`src/rtl/gen_fifo_defines_pkg.sv`:
```
// Purpose : shared constants and types for the generator FIFO path and its N-channel output mux.
// Latency : n/a (package only).
// Backpressure: n/a (package only).
package gen_fifo_defines_pkg;

    // Sample width used throughout the generator datapath.
    localparam int GEN_DATA_WIDTH       = 16;

    // Defaults for the N-channel generator output mux.
    localparam int GEN_MUX_NUM_CH       = 8;
    localparam int GEN_MUX_BLANK_CYCLES = 2;
    localparam int GEN_MUX_DROP_CNT_W   = 8;

    typedef enum logic [1:0] {
        IDLE,
        RUN,
        BLANK
    } mux_state_e;

    // The blank counter is loaded with cycles-1, so it needs clog2(cycles) bits;
    // keep at least one bit so the register exists for 0/1/2-cycle configurations.
    function automatic int blank_cnt_width(input int cycles);
        return (cycles > 2) ? $clog2(cycles) : 1;
    endfunction

endpackage

```
`src/rtl/funct_generator_out_reg.sv`:
```
// Purpose : single valid/ready output register feeding the generator FIFO, plus saturating drop counter.
// Latency : 1 cycle from sample/produce to data_o/valid_o.
// Backpressure: while valid_o && !ready_i the register holds; each sample produced then is dropped and counted.
//
// Ports:
//   clk, rst         clock, asynchronous active-high reset
//   flush            clear the register (mux disabled); not counted as a drop
//   produce, sample  a new sample is offered this cycle
//   ready_i          downstream ready
//   data_o, valid_o  registered sample and its valid
//   drop_cnt_o       saturating count of dropped samples
// Build option: GEN_MUX_DROP_CNT_EN enables the drop counter; otherwise drop_cnt_o is tied to 0.
module funct_generator_out_reg
    import gen_fifo_defines_pkg::*;
#(
    parameter int DATA_WIDTH = GEN_DATA_WIDTH,
    parameter int DROP_CNT_W = GEN_MUX_DROP_CNT_W
) (
    input  logic                         clk,
    input  logic                         rst,
    input  logic                         flush,
    input  logic                         produce,
    input  logic signed [DATA_WIDTH-1:0] sample,
    input  logic                         ready_i,
    output logic signed [DATA_WIDTH-1:0] data_o,
    output logic                         valid_o,
    output logic        [DROP_CNT_W-1:0] drop_cnt_o
);

    always_ff @(posedge clk or posedge rst) begin
        if (rst) begin
            data_o  <= '0;
            valid_o <= 1'b0;
        end else if (flush) begin
            data_o  <= '0;
            valid_o <= 1'b0;
        end else if (produce && (!valid_o || ready_i)) begin
            data_o  <= sample;
            valid_o <= 1'b1;
        end else if (ready_i) begin
            // Accepted with nothing new to load.
            valid_o <= 1'b0;
        end
    end

`ifdef GEN_MUX_DROP_CNT_EN
    // A produced sample is lost exactly when the register is full and not being drained.
    always_ff @(posedge clk or posedge rst) begin
        if (rst) begin
            drop_cnt_o <= '0;
        end else if (produce && !flush && valid_o && !ready_i && (drop_cnt_o != '1)) begin
            drop_cnt_o <= drop_cnt_o + 1'b1;
        end
    end
`else
    assign drop_cnt_o = '0;
`endif

endmodule

```
`src/rtl/funct_generator_mux_n.sv`:
```
// Purpose : N-channel signed generator output mux with zero-valued blanking gap on channel switch.
// Latency : 1 cycle from data_i/sel_i to data_o (first sample one cycle after enable is latched).
// Backpressure: valid/ready output register; held while !ready_i, samples produced meanwhile are dropped and counted.
//
// Ports:
//   clk, rst       clock, asynchronous active-high reset
//   enh            mux enable; low flushes the output and returns to IDLE
//   sel_i          requested channel
//   data_i         packed channels, channel k at [k*DATA_WIDTH +: DATA_WIDTH]
//   ready_i        downstream (FIFO) ready
//   data_o/valid_o registered sample and valid
//   active_sel_o   currently latched channel
//   blanking_o     high while in BLANK
//   drop_cnt_o     saturating dropped-sample count (only with GEN_MUX_DROP_CNT_EN defined)
module funct_generator_mux_n
    import gen_fifo_defines_pkg::*;
#(
    parameter int DATA_WIDTH   = GEN_DATA_WIDTH,
    parameter int NUM_CH       = GEN_MUX_NUM_CH,
    parameter int BLANK_CYCLES = GEN_MUX_BLANK_CYCLES,
    parameter int DROP_CNT_W   = GEN_MUX_DROP_CNT_W
) (
    input  logic                             clk,
    input  logic                             rst,
    input  logic                             enh,
    input  logic [$clog2(NUM_CH)-1:0]        sel_i,
    input  logic [NUM_CH*DATA_WIDTH-1:0]     data_i,
    input  logic                             ready_i,
    output logic signed [DATA_WIDTH-1:0]     data_o,
    output logic                             valid_o,
    output logic [$clog2(NUM_CH)-1:0]        active_sel_o,
    output logic                             blanking_o,
    output logic [DROP_CNT_W-1:0]            drop_cnt_o
);

    localparam int SEL_W  = $clog2(NUM_CH);
    localparam int BCNT_W = blank_cnt_width(BLANK_CYCLES);

    mux_state_e                   state;
    logic [BCNT_W-1:0]            blank_cnt;
    logic signed [DATA_WIDTH-1:0] sample;
    logic                         produce;
    logic                         flush;

    // Explicit compare per channel so an out-of-range latched select yields 0, never X.
    // BLANK leaves the default zero in place.
    always_comb begin
        sample = '0;
        if (state == RUN) begin
            for (int k = 0; k < NUM_CH; k++) begin
                if (active_sel_o == SEL_W'(k)) begin
                    sample = data_i[k*DATA_WIDTH +: DATA_WIDTH];
                end
            end
        end
    end

    assign produce = enh && (state != IDLE);
    assign flush   = !enh;

    always_ff @(posedge clk or posedge rst) begin
        if (rst) begin
            state        <= IDLE;
            active_sel_o <= '0;
            blanking_o   <= 1'b0;
            blank_cnt    <= '0;
        end else if (!enh) begin
            state      <= IDLE;
            blanking_o <= 1'b0;
            blank_cnt  <= '0;
        end else begin
            case (state)
                IDLE: begin
                    // First enable: no gap, the requested channel is taken directly.
                    state        <= RUN;
                    active_sel_o <= sel_i;
                end
                RUN: begin
                    if (sel_i != active_sel_o) begin
                        if (BLANK_CYCLES == 0) begin
                            active_sel_o <= sel_i;
                        end else begin
                            state      <= BLANK;
                            blank_cnt  <= BCNT_W'(BLANK_CYCLES - 1);
                            blanking_o <= 1'b1;
                        end
                    end
                end
                BLANK: begin
                    // sel_i is only sampled on exit, so toggling it here never restarts the gap.
                    if (blank_cnt == '0) begin
                        state        <= RUN;
                        active_sel_o <= sel_i;
                        blanking_o   <= 1'b0;
                    end else begin
                        blank_cnt <= blank_cnt - 1'b1;
                    end
                end
                default: state <= IDLE;
            endcase
        end
    end

    funct_generator_out_reg #(
        .DATA_WIDTH (DATA_WIDTH),
        .DROP_CNT_W (DROP_CNT_W)
    ) u_out_reg (
        .clk        (clk),
        .rst        (rst),
        .flush      (flush),
        .produce    (produce),
        .sample     (sample),
        .ready_i    (ready_i),
        .data_o     (data_o),
        .valid_o    (valid_o),
        .drop_cnt_o (drop_cnt_o)
    );

endmodule

```
`config.mk`:
```
export PLATFORM = sky130hd
export DESIGN_NAME = funct_generator_mux_n
export DESIGN_NICKNAME = d
export VERILOG_FILES = /design/src/rtl/gen_fifo_defines_pkg.sv /design/src/rtl/funct_generator_out_reg.sv /design/src/rtl/funct_generator_mux_n.sv
export SDC_FILE = /design/constraint.sdc
export NUM_CORES = 1
export LEC_CHECK = 0
export ABC_CLOCK_PERIOD_IN_PS = 3900
export CORE_MARGIN = 2
export CORE_UTILIZATION = 45
export CTS_BUF_LIST = sky130_fd_sc_hd__clkbuf_16
export DETAILED_ROUTE_END_ITERATION = 10
export DONT_BUFFER_PORTS = 1
export MAX_ROUTING_LAYER = met4
export SYNTH_ARGS = -nofsm -noshare
export SYNTH_HDL_FRONTEND = slang
export SYNTH_SLANG_ARGS = --single-unit
```
`constraint.sdc`:
```
create_clock -name clk -period 3.9 [get_ports clk]
set_input_delay 0.39 -clock clk [delete_from_list [all_inputs] [get_ports clk]]
set_output_delay 0.39 -clock clk [all_outputs]
set_load 0.02 [all_outputs]
```
==> out/qor.csv <==
stage;metric;value;unit
final_layout;Final nets;359;
final_layout;post-route cell area;2133;um2
routing;Initial DRC Count;109;
yosys;Yosys cell types;36;
global_routing;largest net degree at the start of global routing;46;
yosys;most frequent cell after synthesis;mux2i_1;
clocking;Reg clk slew, reported paths;0.07;ns
global_routing;total global routing overflow;0;
sta;Hold Slack;0.2279;ns
worst_setup_path;worst reg-to-reg path cell count;5;
sta;share of the clock period used by the worst path;62.38;%
clocking;Post-CTS Setup Bufs;0;
clocking;TritonCTS Sinks;24;
yosys;Avg Inst Size Synth;8.907;um2
floorplan;I/O Pins;164;
floorplan;CORE AREA;4414;um2
global_routing;initial antenna violation count;0;
placement;area post-placement;2028;um2
routing;TritonRoute pass-1 iters;4;
yosys;most used flip-flop cell after synthesis;dfrtp_1;
power;Worst VDD drop;0.0002296;V
status;outcome;finished, final reports clean;
power;Flop pwr share;34.9;%
routing;Remaining DRCs;0;
worst_setup_path;slowest cell delay on critical path;0.88;ns
sta;Tightest Pin Transition;1.073;ns
routing;number of nets with antenna violations after routing;0;
routing;drt via density;6.495;
worst_setup_path;worst endpoint required time;4.03;ns
sta;Setup Viol. Count Final;0;
worst_setup_path;Critical Path End Type;flop;
final_layout;ANT cells;0;
worst_setup_path;critical-path cell list;buf_4 > nor2b_1 > nand2b_1 > a31oi_1 > o21ai_1;
power;Clock power frac;27.6;%
power;leakage;0.8952;nW
yosys;cell area after synthesis;2102;um2
yosys;Synth top area share;28.57;%
flow_run;Max Cap Viol;0;
power;power density over the cells;503.4;nW/um2
sta;f_max;0.4111;GHz
yosys;Synth Instances;236;
floorplan;Die Y;72.35;um
power;Total Power;0.001074;W
floorplan;site row count;24;
yosys;Post-synth EDFFs;0;
yosys;sequential cell area fraction in the yosys report;28.57;%
power;Sw Pwr;0.0004100;W
floorplan;initial core utilization;47.62;%
placement;Port-buffer cells;0;
worst_setup_path;Critical Path Fanout Max;18;
worst_setup_path;CP arrival;2.57;ns
clocking;CTS tree;built;
yosys;top cells by area, synth;dfrtp_1, mux2i_1, a211o_1, nor2b_1, nand2b_1;
floorplan;die width;72.35;um
power;Internal;0.0006639;W
min_path;Min-Delay Path Class;primary input to async pin;
worst_setup_path;Slowest-stage cell, CP;nor2b_1;
sta;crit path time final;2.433;ns
final_layout;area delta synth->final;1.488;%
sta;final hold viol count;0;
global_routing;total track usage;22.69;%
sta;Max-slew headroom;28.30;%
yosys;number of synthesis warnings;0;
yosys;Synth top cells by count;mux2i_1, dfrtp_1, nor2b_1;
routing;WL/cell;21.67;um
clocking;CTS Buffer Depth;2;
clocking;Clock Root Buffer;clkbuf_16;
sta;RSZ-0062 raised after global routing;no;
placement;dpl hpwl;4692;um
yosys;Synth area leader;dfrtp_1;
yosys;#FFs+latches synth;24;
yosys;Post-synth ARST share;100.0;%
clocking;post_cts resized;0;
clocking;insertion delay to the later sink of the worst-skew pair;0.26;ns
worst_setup_path;Worst R2R Start;active_sel_o[1];
power;switching share of total power;38.18;%
floorplan;die area;5234;um2
worst_setup_path;WS Path Type;flop to flop;
power;combinational power share;37.5;%
sta;Worst Skew;0.007974;ns
clocking;CTS buffer count;3;
global_routing;vias in the first global route;1744;
worst_setup_path;crit start category;flop;
final_layout;share of cells above drive strength 1;7.175;%
sta;total negative setup slack;0;ns
clocking;H-tree depth;1;
global_routing;first-pass GRT wire length;8921;um
clocking;# hold bufs at CTS;0;
worst_setup_path;RR Endpoint;u_out_reg.data_o[7];
sta;max-slew violation count;0;
worst_setup_path;flop2flop setup slack;1.47;ns
placement;RePlAce Congestion;0.9403;
routing;via count;1786;
routing;wirelength, routed;5958;um
stage by stage:
step                      std cells  worst slack (ns)  utilization, %
after floorplan                 243             2.298               -
after global placement          271             1.546           45.95
after detailed placement        271             1.460           45.95
after CTS                       275             1.452           48.33
after global routing            275             1.318           48.33
final                           275             1.467           48.33
layout make-up:
cell class | count | area, um2
clock inverter | 1 | 30.03
timing repair buffer | 3 | 22.52
tap | 52 | 65.06
sequential | 24 | 601.8
fill | 451 | 2281
multi-input combinational | 190 | 1331
inverter | 2 | 7.507
clock buffer | 3 | 75.07
worst max-delay path by stage:
stage                               start                  end  slack (ns)
final                     active_sel_o[1]  u_out_reg.data_o[7]        1.47
after CTS                 active_sel_o[1]  u_out_reg.data_o[7]        1.45
after detailed placement  active_sel_o[1]  u_out_reg.data_o[7]        1.46
after floorplan           active_sel_o[0]  u_out_reg.data_o[1]        2.30
after global routing      active_sel_o[1]  u_out_reg.data_o[7]        1.32
after global placement    active_sel_o[1]  u_out_reg.data_o[7]        1.55
flip-flops by register name, indices dropped and copies added (netlist names):
| name | count |
|---|---|
| u_out_reg.data_o | 16 |
| u_out_reg.valid_o | 1 |
| state | 2 |
| blanking_o | 1 |
| active_sel_o | 3 |
| blank_cnt | 1 |
placed cells by master, fill, tap and decap left out, drive strengths merged:
| cell type | count |
|---|---|
| dfrtp | 24 |
| a32o | 2 |
| a21boi | 3 |
| buf | 3 |
| xnor2 | 3 |
| clkbuf | 3 |
| a211o | 14 |
| o22ai | 14 |
| nand3b | 1 |
| o21ai | 29 |
| o31ai | 1 |
| o31a | 1 |
| mux2 | 3 |
| mux4 | 2 |
| nand2b | 17 |
| inv | 2 |
| o21a | 1 |
| nor2 | 2 |
| nor2b | 18 |
| conb | 8 |
| bufinv | 1 |
| and3b | 1 |
| nand2 | 16 |
| a31oi | 14 |
| nand4 | 1 |
| a211oi | 2 |
| a21oi | 2 |
| and2b | 1 |
| nand3 | 2 |
| or2 | 2 |
| mux2i | 30 |
power by group through the flow:
stage | registers (W) | logic (W) | clock network [W]
CTS | 0.000376 | 0.000407 | 0.000297
finish | 0.000374 | 0.000403 | 0.000296
global placement | 0.000380 | 0.000402 | 0
floorplan | 0.000357 | 0.000381 | 0
detailed placement | 0.000380 | 0.000407 | 0
global route | 0.000383 | 0.000449 | 0.000309
worst max-delay path, delay by kind of cell (launching register included):
kind            cells  cell delay [ns]
buf+inv             1             0.31
flops               1             0.58
simple gates        2             1.00
compound gates      2             0.41
routing by layer:
layer / share of wire [%] / wire length [um] / up-vias / global-route usage, %
met5: 0 / 0 / - / -
met1: 45 / 2655 / 856 / 32.00
met2: 46 / 2747 / 93 / 34.15
li1: - / - / 829 / -
met3: 8.0 / 476 / 8 / 3.472
met4: 1.3 / 78 / 0 / 5.660
logic make-up (layout without fill, tap and decap cells):
logic type                count (synthesis)  after routing  share of synthesized area [%]
AOI/OAI and AO/OA                        83             83                          25.65
and+or+nand+nor                          61             61                          16.61
muxes                                    35             35                          18.39
buffers and inverters                    29              9                          9.345
DFF                                      24             24                          28.57
xor gates and xnor gates                  3              3                          1.250
other                                     1              8                         0.1784
No activity file was read; power rests on OpenSTA's default activity.
